**src/rtl/loader_pkg.sv**
```systemverilog
// Shared types and constants for the UART program loader.
// Holds the state encodings of the RX and loader FSMs.
package loader_pkg;

    localparam int UART_DATA_BITS = 8;
    localparam int HDR_BYTES      = 2;

    typedef enum logic [1:0] {
        RX_IDLE,
        RX_START,
        RX_DATA,
        RX_STOP
    } rx_state_t;

    typedef enum logic [2:0] {
        L_CNT0,
        L_CNT1,
        L_DATA,
        L_DONE,
        L_ERR
    } ld_state_t;

endpackage

```
**src/rtl/uart_prog_loader_rx.sv**
```systemverilog
// 8N1 UART receiver: two-flop synchronizer plus a mid-bit sampling FSM.
// Emits one-cycle byte_valid or frame_err pulses per received frame.
module uart_rx_core
    import loader_pkg::*;
#(
    parameter int CLKS_PER_BIT = 868
) (
    input  logic                      clk,
    input  logic                      rst,
    input  logic                      rx,
    output logic                      byte_valid,
    output logic [UART_DATA_BITS-1:0] byte_data,
    output logic                      frame_err
);

    localparam int BAUD_W = $clog2(CLKS_PER_BIT);
    localparam int BIT_W  = $clog2(UART_DATA_BITS);
    localparam logic [BAUD_W-1:0] FULL_LAST = BAUD_W'(CLKS_PER_BIT - 1);
    localparam logic [BAUD_W-1:0] HALF_LAST = BAUD_W'(CLKS_PER_BIT / 2 - 1);
    localparam logic [BIT_W-1:0]  BIT_LAST  = BIT_W'(UART_DATA_BITS - 1);

    logic                      rx_meta;
    logic                      rx_sync;
    rx_state_t                 state, state_n;
    logic [BAUD_W-1:0]         baud_cnt, baud_n;
    logic [BIT_W-1:0]          bit_cnt, bit_n;
    logic [UART_DATA_BITS-1:0] shreg, shreg_n;
    logic                      valid_n;
    logic                      ferr_n;

    assign byte_data = shreg;

    // Bring the asynchronous line into the clock domain; idle level is high.
    always_ff @(posedge clk or posedge rst) begin
        if (rst) begin
            rx_meta <= 1'b1;
            rx_sync <= 1'b1;
        end else begin
            rx_meta <= rx;
            rx_sync <= rx_meta;
        end
    end

    // FSM state, counters, shift register and registered pulses.
    always_ff @(posedge clk or posedge rst) begin
        if (rst) begin
            state      <= RX_IDLE;
            baud_cnt   <= '0;
            bit_cnt    <= '0;
            shreg      <= '0;
            byte_valid <= 1'b0;
            frame_err  <= 1'b0;
        end else begin
            state      <= state_n;
            baud_cnt   <= baud_n;
            bit_cnt    <= bit_n;
            shreg      <= shreg_n;
            byte_valid <= valid_n;
            frame_err  <= ferr_n;
        end
    end

    // Next-state logic: sample mid-start, then once per bit period.
    always_comb begin
        state_n = state;
        baud_n  = baud_cnt;
        bit_n   = bit_cnt;
        shreg_n = shreg;
        valid_n = 1'b0;
        ferr_n  = 1'b0;
        unique case (state)
            RX_IDLE: begin
                if (!rx_sync) begin
                    state_n = RX_START;
                    baud_n  = '0;
                    bit_n   = '0;
                end
            end
            RX_START: begin
                if (baud_cnt == HALF_LAST) begin
                    baud_n  = '0;
                    state_n = rx_sync ? RX_IDLE : RX_DATA;
                end else begin
                    baud_n = baud_cnt + 1'b1;
                end
            end
            RX_DATA: begin
                if (baud_cnt == FULL_LAST) begin
                    baud_n  = '0;
                    shreg_n = {rx_sync, shreg[UART_DATA_BITS-1:1]};
                    bit_n   = bit_cnt + 1'b1;
                    if (bit_cnt == BIT_LAST) begin
                        state_n = RX_STOP;
                    end
                end else begin
                    baud_n = baud_cnt + 1'b1;
                end
            end
            RX_STOP: begin
                if (baud_cnt == FULL_LAST) begin
                    baud_n  = '0;
                    state_n = RX_IDLE;
                    valid_n = rx_sync;
                    ferr_n  = !rx_sync;
                end else begin
                    baud_n = baud_cnt + 1'b1;
                end
            end
            default: begin
                state_n = RX_IDLE;
            end
        endcase
    end

endmodule

```
**src/rtl/uart_prog_loader.sv**
```systemverilog
// Boot loader: takes a length-prefixed image over UART, writes it into
// instruction memory as little-endian words, then releases the CPU.
module uart_prog_loader
    import loader_pkg::*;
#(
    parameter int CLKS_PER_BIT = 868,
    parameter int ADDR_W       = 14
) (
    input  logic              clk_hw,
    input  logic              rst,
    input  logic              uart_rx,
    output logic              imem_we,
    output logic [ADDR_W-1:0] imem_addr,
    output logic [31:0]       imem_wdata,
    output logic              cpu_hold,
    output logic              load_done,
    output logic              load_err
);

    localparam int CNT_W = HDR_BYTES * UART_DATA_BITS;
    localparam logic [31:0] MAX_WORDS = 32'd1 << ADDR_W;

    logic                      byte_valid;
    logic [UART_DATA_BITS-1:0] byte_data;
    logic                      frame_err;

    ld_state_t         state, state_n;
    logic [CNT_W-1:0]  count, count_n;
    logic [ADDR_W:0]   word_idx, word_idx_n;
    logic [1:0]        byte_idx, byte_idx_n;
    logic [31:0]       word, word_n;
    logic              we_n;
    logic [ADDR_W-1:0] addr_n;
    logic [31:0]       wdata_n;

    uart_rx_core #(
        .CLKS_PER_BIT(CLKS_PER_BIT)
    ) u_rx (
        .clk       (clk_hw),
        .rst       (rst),
        .rx        (uart_rx),
        .byte_valid(byte_valid),
        .byte_data (byte_data),
        .frame_err (frame_err)
    );

    // Loader state, word assembly and the write port registers.
    always_ff @(posedge clk_hw or posedge rst) begin
        if (rst) begin
            state      <= L_CNT0;
            count      <= '0;
            word_idx   <= '0;
            byte_idx   <= '0;
            word       <= '0;
            imem_we    <= 1'b0;
            imem_addr  <= '0;
            imem_wdata <= '0;
        end else begin
            state      <= state_n;
            count      <= count_n;
            word_idx   <= word_idx_n;
            byte_idx   <= byte_idx_n;
            word       <= word_n;
            imem_we    <= we_n;
            imem_addr  <= addr_n;
            imem_wdata <= wdata_n;
        end
    end

    // Status flags follow the terminal states one cycle after entry.
    always_ff @(posedge clk_hw or posedge rst) begin
        if (rst) begin
            cpu_hold  <= 1'b1;
            load_done <= 1'b0;
            load_err  <= 1'b0;
        end else begin
            cpu_hold  <= (state != L_DONE);
            load_done <= (state == L_DONE);
            load_err  <= (state == L_ERR);
        end
    end

    // Header parsing, byte packing and write generation.
    always_comb begin
        state_n    = state;
        count_n    = count;
        word_idx_n = word_idx;
        byte_idx_n = byte_idx;
        word_n     = word;
        we_n       = 1'b0;
        addr_n     = imem_addr;
        wdata_n    = imem_wdata;
        unique case (state)
            L_CNT0: begin
                if (frame_err) begin
                    state_n = L_ERR;
                end else if (byte_valid) begin
                    count_n[UART_DATA_BITS-1:0] = byte_data;
                    state_n = L_CNT1;
                end
            end
            L_CNT1: begin
                if (frame_err) begin
                    state_n = L_ERR;
                end else if (byte_valid) begin
                    count_n = {byte_data, count[UART_DATA_BITS-1:0]};
                    if (32'(count_n) > MAX_WORDS) begin
                        state_n = L_ERR;
                    end else if (count_n == '0) begin
                        state_n = L_DONE;
                    end else begin
                        state_n    = L_DATA;
                        word_idx_n = '0;
                        byte_idx_n = '0;
                    end
                end
            end
            L_DATA: begin
                if (frame_err) begin
                    state_n = L_ERR;
                end else if (byte_valid) begin
                    word_n[{byte_idx, 3'b000} +: 8] = byte_data;
                    byte_idx_n = byte_idx + 1'b1;
                    if (byte_idx == 2'd3) begin
                        we_n       = 1'b1;
                        addr_n     = word_idx[ADDR_W-1:0];
                        wdata_n    = word_n;
                        word_idx_n = word_idx + 1'b1;
                        if (32'(word_idx_n) == 32'(count)) begin
                            state_n = L_DONE;
                        end
                    end
                end
            end
            L_DONE: begin
                state_n = L_DONE;
            end
            L_ERR: begin
                state_n = L_ERR;
            end
            default: begin
                state_n = L_ERR;
            end
        endcase
    end

endmodule

```
**config.mk**
```make
export PLATFORM = sky130hd
export DESIGN_NAME = uart_prog_loader
export DESIGN_NICKNAME = d
export VERILOG_FILES = /design/src/rtl/loader_pkg.sv /design/src/rtl/uart_prog_loader_rx.sv /design/src/rtl/uart_prog_loader.sv
export SDC_FILE = /design/constraint.sdc
export NUM_CORES = 1
export LEC_CHECK = 0
export BUFFER_PORTS_ARGS = -buffer_cell sky130_fd_sc_hd__clkbuf_2
export CORE_AREA = 2 2 115 106
export CTS_BUF_LIST = sky130_fd_sc_hd__clkbuf_8
export DETAILED_ROUTE_END_ITERATION = 8
export DIE_AREA = 0 0 117 108
export MAX_ROUTING_LAYER = met4
export PLACE_DENSITY_LB_ADDON = 0.15
export SYNTH_ARGS = -nofsm -noshare
export SYNTH_HDL_FRONTEND = slang
export SYNTH_HIERARCHICAL = 1
export SYNTH_SLANG_ARGS = --single-unit
```
**constraint.sdc**
```tcl
create_clock -name clk_hw -period 4.8 [get_ports clk_hw]
set_clock_uncertainty 0.15 [all_clocks]
set_input_delay 0.24 -clock clk_hw [delete_from_list [all_inputs] [get_ports clk_hw]]
set_output_delay 0.24 -clock clk_hw [all_outputs]
set_load 0.01 [all_outputs]
```
-- Word level (Yosys, flattened, before mapping)
Cells that the tools add are included.
- bitwise operators: 2
- reductions and logical operators: 17
- add/sub/neg operators: 5
- shift operators: 2
- eq/ne operators: 30
- magnitude comparators: 1
- mux-type cells: 53
- operators with widths (kind ; count):
    15-bit two-way mux ; 7
    3-bit two-way mux ; 11
    32-bit bitwise mux ; 1
    8-bit by 7-bit variable shift with 32-bit output, first input constant ; 1
    8-bit by 7-bit indexed part select with 32-bit output ; 1
    10-bit two-way mux ; 3
    10-bit case mux with 3 select lines ; 1
    15-bit case mux with 2 select lines ; 1
    2-bit two-way mux ; 12
    8-bit two-way mux ; 3
    15-bit by 16-bit == test with 1-bit output ; 1
    16-bit by 15-bit > comparator with 1-bit output, second input constant ; 1
    16-bit zero test ; 1
    8-bit case mux with 2 select lines ; 1
    15-bit by 1-bit adder with 15-bit output, second input constant ; 1
    2-bit by 1-bit != test with 1-bit output, second input constant ; 6
    2-bit != test, second input constant ; 6
    3-bit case mux with 4 select lines ; 1
    10-bit by 1-bit adder with 10-bit output, second input constant ; 1
    10-bit == test, second input constant ; 1
    10-bit by 9-bit == test with 1-bit output, second input constant ; 1
    5-bit AND reduction ; 2
    1-bit two-way mux ; 9
    3-bit by 1-bit != test with 1-bit output, second input constant ; 3
    other kinds (23) ; 34
- logic and storage cells: 130
- bits in registers: 145

-- Logic depth before layout (Yosys ltp)
Gate-level depths: netlist (run 1).
- depth after elaboration: 7
- gate-level depth with buffers: 9
- mapped depth without buffers: 7

-- Hierarchy
Netlist (run 1), hierarchy kept.
- modules (own cells, without submodules) (module ; area an instance (sq um) ; cells each ; sequential area each (sq um) ; times used):
    uart_prog_loader ; 5622.9 ; 540 ; 2954.1 ; 1
    uart_rx_core ; 1313.8 ; 121 ; 678.2 ; 1

-- Least setup slack after synthesis (run 1)
Ideal clock, no wire load.
- path kind: register to register
- start point: reg byte_idx[0]
- end point: reg word[0]
- path slack: 2.641 ns
- setup time: 0.066 ns
- data required time: 4.584 ns
- arrival: 1.942 ns
- stages on the path, launching flop included: 8
- path through: dfrtp_1 inv_1 ha_1 nand2_1 nor3_1 and2_1 buf_2 a22o_1
- longest elaborated chain between the ends: 3
- elaborated cells on any way between the ends: 4
- RTL lines (what ; RTL line ; source):
    start, declared ; uart_prog_loader.sv:30 ; logic [1:0] byte_idx, byte_idx_n;
    start signal, assigned ; uart_prog_loader.sv:62 ; byte_idx <= byte_idx_n;
    5-bit negator with 7-bit output * ; uart_prog_loader.sv:122 ; word_n[{byte_idx, 3'b000} +: 8] = byte_data;
    8-bit by 7-bit indexed part select with 32-bit output / 8-bit by 7-bit variable shift with 32-bit output (equally long branches) ; uart_prog_loader.sv:122 ;
    32-bit bitwise mux * ; uart_prog_loader.sv:122 ;
    end signal, assigned ; uart_prog_loader.sv:63 ; word <= word_n;
    end, declared ; uart_prog_loader.sv:31 ; logic [31:0] word, word_n;
Mark *: on every way between the ends. The rest lies on a longest branch, timed or not.
A chain may end at the register's enable or synchronous reset.

==> results of run 1 <==
metrics by stage:
stage                     utilization, %  hold WS [ns]
after global placement              63.7         0.178
after CTS                           67.0         0.210
after global routing                67.1         0.211
after floorplan                        -        0.0945
final                               67.1         0.208
after detailed placement            63.7         0.180
cell usage in the layout, fill, tap and decap left out, types with 2 or more instances in the layout:
master / n
clkbuf_8: 23
dfrtp_1: 142
nand3b_1: 2
o211ai_1: 4
xnor2_1: 14
nand2b_1: 3
clkinv_2: 4
nor2b_1: 36
mux2_2: 42
ha_1: 11
or3b_4: 2
o21ai_0: 66
nand4_1: 8
nor2_2: 2
or3_1: 2
buf_4: 2
nor2_1: 20
and2_1: 6
nor3_1: 14
nand3_1: 12
dfstp_2: 3
or4_1: 2
mux2i_1: 2
o31ai_1: 7
or2_2: 4
nor4_1: 6
clkbuf_2: 52
nand2_1: 75
inv_1: 14
a31oi_1: 7
dlygate4sd3_1: 2
o21a_1: 2
xor2_1: 8
and4_1: 2
nand3_2: 2
a22o_1: 34
and3_1: 3
a21oi_1: 41
power groups by stage:
| stage | combinational [uW] | sequential, uW | clock, uW |
|---|---|---|---|
| 2_1_floorplan | 18.1 | 1250 | 0 |
| 3_3_place_gp | 25.6 | 1250 | 0 |
| 3_5_place_dp | 26.3 | 1250 | 0 |
| 4_1_cts | 27.7 | 1220 | 878 |
| 5_1_grt | 31.3 | 1220 | 935 |
| 6_report | 26.0 | 1220 | 862 |
final cells by class:
type                            count  area [um2]
Tap cell                          156         195
Fill cell                         902        3740
Inverter                           12        52.6
Clock buffer                       23         317
Sequential cell                   145        3630
Timing Repair Buffer               56         295
Multi-Input combinational cell    463        3070
Clock inverter                      9        42.5
final timing paths:
check	start	endpoint	slack, ns	depth (start not counted)
max in group asynchronous	rst	imem_we	3.02	4
hold reg to reg	u_rx/rx_meta	u_rx/rx_sync	0.21	0
setup / recovery	state[1]	word_idx[14]	1.54	7
setup reg to reg	state[1]	word_idx[14]	1.54	7
hold / removal	u_rx/rx_meta	u_rx/rx_sync	0.21	0
min in group asynchronous	rst	imem_wdata[13]	0.42	3
registers in the layout (all words and copies together), names as in the netlist, 2 cells and up, named ones only:
name	count
byte_idx	2
count	16
imem_addr	14
imem_wdata	32
state	3
u_rx/baud_cnt	10
u_rx/bit_cnt	3
u_rx/byte_data	8
word	32
word_idx	15
per-layer routing:
| layer | track usage (%) | share of wire [%] |
|---|---|---|
| met1 | 36.1 | 47 |
| met2 | 38.4 | 47 |
| met3 | 6.11 | 4.2 |
| met4 | 10.2 | 2.0 |
| met5 | - | 0 |
logic make-up (layout without fill, tap and decap cells):
| logic type | count (synthesis) | after routing | share of synthesized area (%) |
|---|---|---|---|
| and+or+nand+nor | 212 | 212 | 16.3 |
| buffers and inverters | 53 | 100 | 3.45 |
| muxes | 44 | 44 | 7.11 |
| AOI/OAI and AO/OA | 174 | 174 | 16.0 |
| xor gates and xnor gates | 22 | 22 | 2.78 |
| DFF | 145 | 145 | 52.4 |
| adders and majority gates | 11 | 11 | 1.98 |
worst reg2reg max path: stages, from the launching register on:
cell	delay, ns
dfrtp_1	0.50
or3b_4	0.52
nor2_2	0.42
nand2_2	0.57
buf_4	0.48
nor3_1	0.32
nand3_1	0.10
o21ai_0	0.14
==> results by group, run 1 <==
Status
  – Outcome: finished, final reports clean

GRT
  – Antenna violations before repair: 0
  – Grt total ovfl: 0
  – First-pass GRT wire length: 24800 um
  – Vias in the first global route: 4984
  – Largest net degree at the start of global routing: 82
  – All-Layer GR Usage: a little over a quarter

Timing
  – Setup TNS: 0 ns
  – Max-slew violations: 0
  – Slew HR: a little over a quarter
  – Fin crit share: approximately two thirds
  – Setup Viol. Count Final: 0
  – Final-report hold violation count: 0
  – Final worst slack: approximately 1.5 ns
  – RSZ-0062 raised after global routing: no
  – Tightest Pin Transition: around 1.1 ns
  – Fin crit period: ~3.3 ns
  – Fmax achieved: roughly 300 MHz

Cells and area
  – Antenna Cells: 0
  – Layout Cells excl Fill: roughly 860
  – Post-route design area: about 0.0076 mm2
  – Area growth syn-to-layout: 9.65%
  – Final net count: ~710
  – Proportion of layout cells with a drive suffix above 1: roughly a fifth

Clock tree
  – Setup bufs post-CTS: 0
  – Worst-Skew Late Latency: 0.46 ns
  – CTS tree: built
  – Post-CTS sizing: 0
  – TritonCTS buffer count: 17
  – Post-cts hold buffer count: 2
  – CTS root buf: clkbuf_8
  – Clock slew at reported path FFs: 0.07 ns
  – CTS Buffer Depth: 2
  – CTS sink cnt: between 100 and 150
  – H-tree depth: 4

Pwr
  – Sequential power share: between 50 and 60%
  – VDD IR max: between 0.3 and 0.4 mV
  – Comb power frac: under 10%
  – LEAKAGE: between 0.003 and 0.004 uW
  – Total Power: between 2000 and 2500 uW
  – Switching portion of total power: between 20% and 30%
  – Pint: 1650 uW
  – Clock Power Share: between 40% and 50%
  – P_sw: ~460 uW
  – P per Cell Area: 278 mW/mm2

Floorplanning
  – Rows: 37
  – Die H: ~110 um
  – CORE AREA: approximately 0.011 mm2
  – Die X: between 100 and 150 um
  – Initial core utilization: between 60% and 70%
  – Die ar.: 0.0126 mm2
  – I/O Pins: 53

Drt
  – Iteration-0 DRC Markers: 313
  – Drt drc: 0
  – Drt first pass iters: 5
  – Final wirelength: approximately 15000 um
  – Vias per Instance: just under 6
  – Antenna viol nets, final: 0
  – DR vias: approximately 5100
  – Mean routed wirelength per cell: roughly 17 um

Yosys
  – Most common cell in the netlist: dfrtp_1
  – Seq/Total Area, Yosys: roughly 52%
  – Number of synthesized flops with an enable pin: 0
  – Post-synth top cells: dfrtp_1 (142), nand2_1 (75), o21ai_0 (66)
  – Main area contributors after synthesis: dfrtp_1 (51%), mux2_2 (6.8%), o21ai_0 (4.8%)
  – Top_reg_cell synth: dfrtp_1
  – Synth Net Count: slightly below 700
  – Ys async rst share: 100%
  – Syn Area/Cell: roughly 10 um2
  – Yosys top cell area share: between 50% and 60%
  – Synth warnings: 6
  – Largest area contributor in the netlist: dfrtp_1
  – Unique masters post-synth: between 60 and 70
  – Post-Syn Area: 0.00694 mm2
  – Mapped Cells: roughly 660
  – #FFs+latches synth: between 100 and 150

Placed design
  – Post-detail-place hpwl: ~9800 um
  – Placed cell count: 830
  – I/O Buffers: between 50 and 60
  – Dpl cell area: between 0.007 and 0.008 mm2
  – Place WS: 1.48 ns
  – Placer Congestion: 0.905

Worst setup path
  – Crit. End Element: flop
  – Startpoint class of the critical path: flop
  – Crit path buf inv count: 1
  – Worst path slowest cell: nand2_2
  – Arrival time worst endpoint: 3.49 ns
  – Crit Path Category: flop to flop
  – Maximum fanout along the worst path: between 40 and 50
  – CP top delay family: simple AND/OR/NAND/NOR gates
  – Worst EP required: 5.02 ns
  – Crit-path cells: or3b_4, nor2_2, nand2_2, buf_4, nor3_1, nand3_1, o21ai_0
  – Crit-path max cell delay: between 0.5 and 0.6 ns

Hold path
  – Hold/Removal Path Class: flop to flop

Flow run
  – MaxCap Viol Count: 0
Power figures use the tool's default switching activity.
==> run 2, diff against run 1 <==
- ABC_AREA: unset -> 1
- CORE_AREA: 2 2 115 106 -> 2 2 123 113
- DIE_AREA: 0 0 117 108 -> 0 0 125 115
- clock period: 4.8 -> 3 ns (I/O delays scaled with it)
==> run 2 against run 1 <==
  * First-iteration DRC count up 67%
  * Setup slack worse by 0.91 ns
  * Sequential power up 61%
  * Routed wire length up 4.3%
  * Highest routed layer unchanged
  * Area after synthesis up 3.1%
  * Total power up 68%
  * Sequential share of layout area down 2.2 points
  * Count of clock-buffer cells in the layout down 4
  * Sequential cell count unchanged
  * Critical path depth unchanged
==> results by group, run 2 <==
Yosys
  – Yosys top cell area share: 49.7% (was 51.2%)
  – Largest area contributor in the netlist: dfrtp_1 (unchanged)
  – Most common cell in the netlist: nand2_1 (was dfrtp_1)
  – Top_reg_cell synth: dfrtp_1 (unchanged)
  – Seq/Total Area, Yosys: 50.8% (was 52.4%)
  – Ys async rst share: 100% (unchanged)
  – Post-synth top cells: nand2_1 (293), dfrtp_1 (142), inv_1 (99) (was dfrtp_1 (142), nand2_1 (75), o21ai_0 (66))
  – Synth Net Count: 900 (was 675)
  – Number of synthesized flops with an enable pin: 0 (unchanged)
  – Post-Syn Area: 0.00715 mm2 (was 0.00694 mm2)
  – Main area contributors after synthesis: dfrtp_1 (50%), nand2_1 (15%), o21ai_0 (6.4%) (was dfrtp_1 (51%), mux2_2 (6.8%), o21ai_0 (4.8%))
  – Syn Area/Cell: 8.07 um2 (was 10.5 um2)
  – Synth warnings: 6 (unchanged)
  – Mapped Cells: 886 (was 661)
  – Unique masters post-synth: 36 (was 63)
  – #FFs+latches synth: 145 (unchanged)

Clock tree
  – Clock slew at reported path FFs: 0.08 ns (was 0.07 ns)
  – CTS root buf: clkbuf_8 (unchanged)
  – CTS tree: built (unchanged)
  – Post-CTS sizing: 0 (unchanged)
  – TritonCTS buffer count: 17 (unchanged)
  – CTS sink cnt: 145 (unchanged)
  – Worst-Skew Late Latency: 0.46 ns (about the same)
  – CTS Buffer Depth: 2 (unchanged)
  – H-tree depth: 4 (unchanged)

Placed design
  – I/O Buffers: 52 (unchanged)
  – Place WS: 0.660 ns (was 1.48 ns)
  – Placer Congestion: 0.871 (was 0.905)
  – Post-detail-place hpwl: 10500 um (was 9760 um)

Cells and area
  – Antenna Cells: 0 (unchanged)
  – Commonest cells after routing, fill and taps aside: nand2_1 (293), dfrtp_1 (142), inv_1 (99) (was dfrtp_1 (142), nand2_1 (75), o21ai_0 (66))
  – Proportion of layout cells with a drive suffix above 1: 14.5% (was 21.3%)
  – Post-layout util: 60.8% (was 67.1%)
  – Largest registers: imem_wdata: 32 flops, word: 32 flops, count: 16 flops (unchanged)
  – Commonest non-fill, non-tap cell in the layout: nand2_1 (was dfrtp_1)
  – Final net count: 948 (was 709)
  – FILL cells: 1165 (was 902)
  – Area growth syn-to-layout: 11.5% (was 9.65%)

Timing
  – RSZ-0062 raised after global routing: no (unchanged)
  – Fin crit period: 2.38 ns (was 3.26 ns)
  – Slew HR: 31.7% (was 27.1%)
  – Final-report hold violation count: 0 (unchanged)
  – Fin crit share: 79.2% (was 68.0%)
  – Max-slew violations: 0 (unchanged)
  – Setup TNS: 0 ns (unchanged)
  – Fmax achieved: 421 MHz (was 306 MHz)
  – Tightest Pin Transition: 1.02 ns (was 1.09 ns)
  – Setup Viol. Count Final: 0 (unchanged)
  – Final worst slack: 0.623 ns (was 1.54 ns)

Floorplanning
  – Initial core utilization: 54.6% (was 61.2%)
  – Rows: 40 (was 37)
  – Die X: 125 um (was 117 um)
  – I/O Pins: 53 (unchanged)
  – Die H: 115 um (was 108 um)
  – Die ar.: 0.0144 mm2 (was 0.0126 mm2)
  – CORE AREA: 0.0131 mm2 (was 0.0113 mm2)

Pwr
  – LEAKAGE: 0.00392 uW (was 0.00357 uW)
  – VDD IR max: 0.420 mV (was 0.336 mV)
  – P per Cell Area: 444 mW/mm2 (was 278 mW/mm2)

GRT
  – All-Layer GR Usage: 23.3% (was 26.3%)
  – First-pass GRT wire length: 26100 um (was 24800 um)
  – Vias in the first global route: 5266 (was 4984)
  – Largest net degree at the start of global routing: 73 (was 82)
  – Antenna violations before repair: 0 (unchanged)
  – Grt total ovfl: 0 (unchanged)

Worst setup path
  – Most common cell on crit path: inv_1
  – Maximum fanout along the worst path: 17 (was 48)
  – Crit path buf inv count: 2 (was 1)
  – Startpoint class of the critical path: flop (unchanged)
  – Critical R2R Launch: byte_idx[0] (was state[1])
  – CP top delay family: adder cells (was simple AND/OR/NAND/NOR gates)
  – Crit Path Category: flop to flop (unchanged)
  – Crit-path cells: inv_1, ha_1, inv_1, nand3_1, o22ai_1, nand2_1, o21ai_0 (was or3b_4, nor2_2, nand2_2, buf_4, nor3_1, nand3_1, o21ai_0)
  – Crit. End Element: flop (unchanged)
  – R2R Path End: word[28] (was word_idx[14])
  – Arrival time worst endpoint: 2.53 ns (was 3.49 ns)
  – Crit-path max cell delay: 0.58 ns (was 0.56 ns)
  – Worst path slowest cell: ha_1 (was nand2_2)
  – R2r worst-path depth: 7 (unchanged)
  – Worst EP required: 3.16 ns (was 5.02 ns)
  – Reg-to-reg slack, setup: 0.62 ns (was 1.54 ns)

Flow run
  – MaxCap Viol Count: 0 (unchanged)

Status
  – Outcome: finished, final reports clean (unchanged)

Drt
  – Drt drc: 0 (unchanged)
  – Iteration-0 DRC Markers: 522 (was 313)
  – Antenna viol nets, final: 0 (unchanged)
  – DR vias: 5803 (was 5103)
  – Drt first pass iters: 5 (unchanged)
  – Vias per Instance: 5.20 (was 5.91)
  – Mean routed wirelength per cell: 13.7 um (was 17.0 um)
  – Final wirelength: 15300 um (was 14700 um)

Hold path
  – Hold/Removal Path Class: input port to asynchronous set/reset pin (was flop to flop)
[run 2: changes by cell type after synthesis, moves of 35 or more]
cell,before,now
mux2_2,42,0
nor2b_1,36,0
nand3_1,12,55
nand2_1,75,293
a21oi_1,41,6
inv_1,11,99
[run 2: worst max-delay path by stage]
stage / slack [ns] / cells past startpoint / startpoint / end
floorplan: 1.13 / 12 / word_idx[1] / state[1]
global placement: 0.79 / 6 / byte_idx[0] / imem_wdata[22]
detailed placement: 0.66 / 7 / byte_idx[0] / word[28]
CTS: 0.67 / 7 / byte_idx[0] / word[28]
global route: 0.39 / 7 / byte_idx[0] / word[28]
finish: 0.62 / 7 / byte_idx[0] / word[28]
[run 2: area by class of cell]
class                      instances  area (um2)  area share [%]
clock buffer                      19         262            3.28
clock inverter                    13         136            1.71
inverter                         108         409            5.13
multi-input combinational        602        2970            37.3
sequential                       145        3630            45.6
tap                              168         210            2.64
timing repair buffer              60         350            4.39
[run 2: report_power, final]
part	switching (uW)	internal [uW]	leakage, uW
Clock	757	782	0.000200
Sequential	0.927	1960	0.00200
Combinational	38.9	6.81	0.00172
[run 2: cell families (layout without fill, tap and decap cells)]
| logic type | count (synthesis) | in the layout | synth area share, % |
|---|---|---|---|
| and+or+nand+nor | 445 | 445 | 26.8 |
| xor gates and xnor gates | 11 | 11 | 2.17 |
| AOI/OAI and AO/OA | 135 | 135 | 10.6 |
| adders and majority gates | 11 | 11 | 1.92 |
| DFF | 145 | 145 | 50.8 |
| buffers and inverters | 139 | 200 | 7.75 |
[run 2: metrics by stage]
step	std cells	hold slack [ns]	instance area, um2	power [uW]
2_1_floorplan	886	0.00448	7160	2020
3_3_place_gp	1081	0.0511	7560	2040
3_5_place_dp	1081	0.0361	7560	2040
4_1_cts	1115	0.0918	7970	3580
5_1_grt	1115	0.136	7970	3660
6_report	1115	0.112	7970	3540
[run 2: what timing repair did]
action,in CTS,in global routing
hold endpoints to repair,129,0
setup buffers,0,0
hold buffers,2,0
[run 2: tightest hold or removal path, stage by stage]
cell	delay, ns
dlygate4sd3_1	0.54
clkbuf_2	0.14
clkinvlp_4	0.29
[run 2: metal layers]
layer  track usage (%)  wire, um
met3              4.56       745
met2              33.5      6600
met1              33.9      7810
met4              7.19       161
met5                 -         0
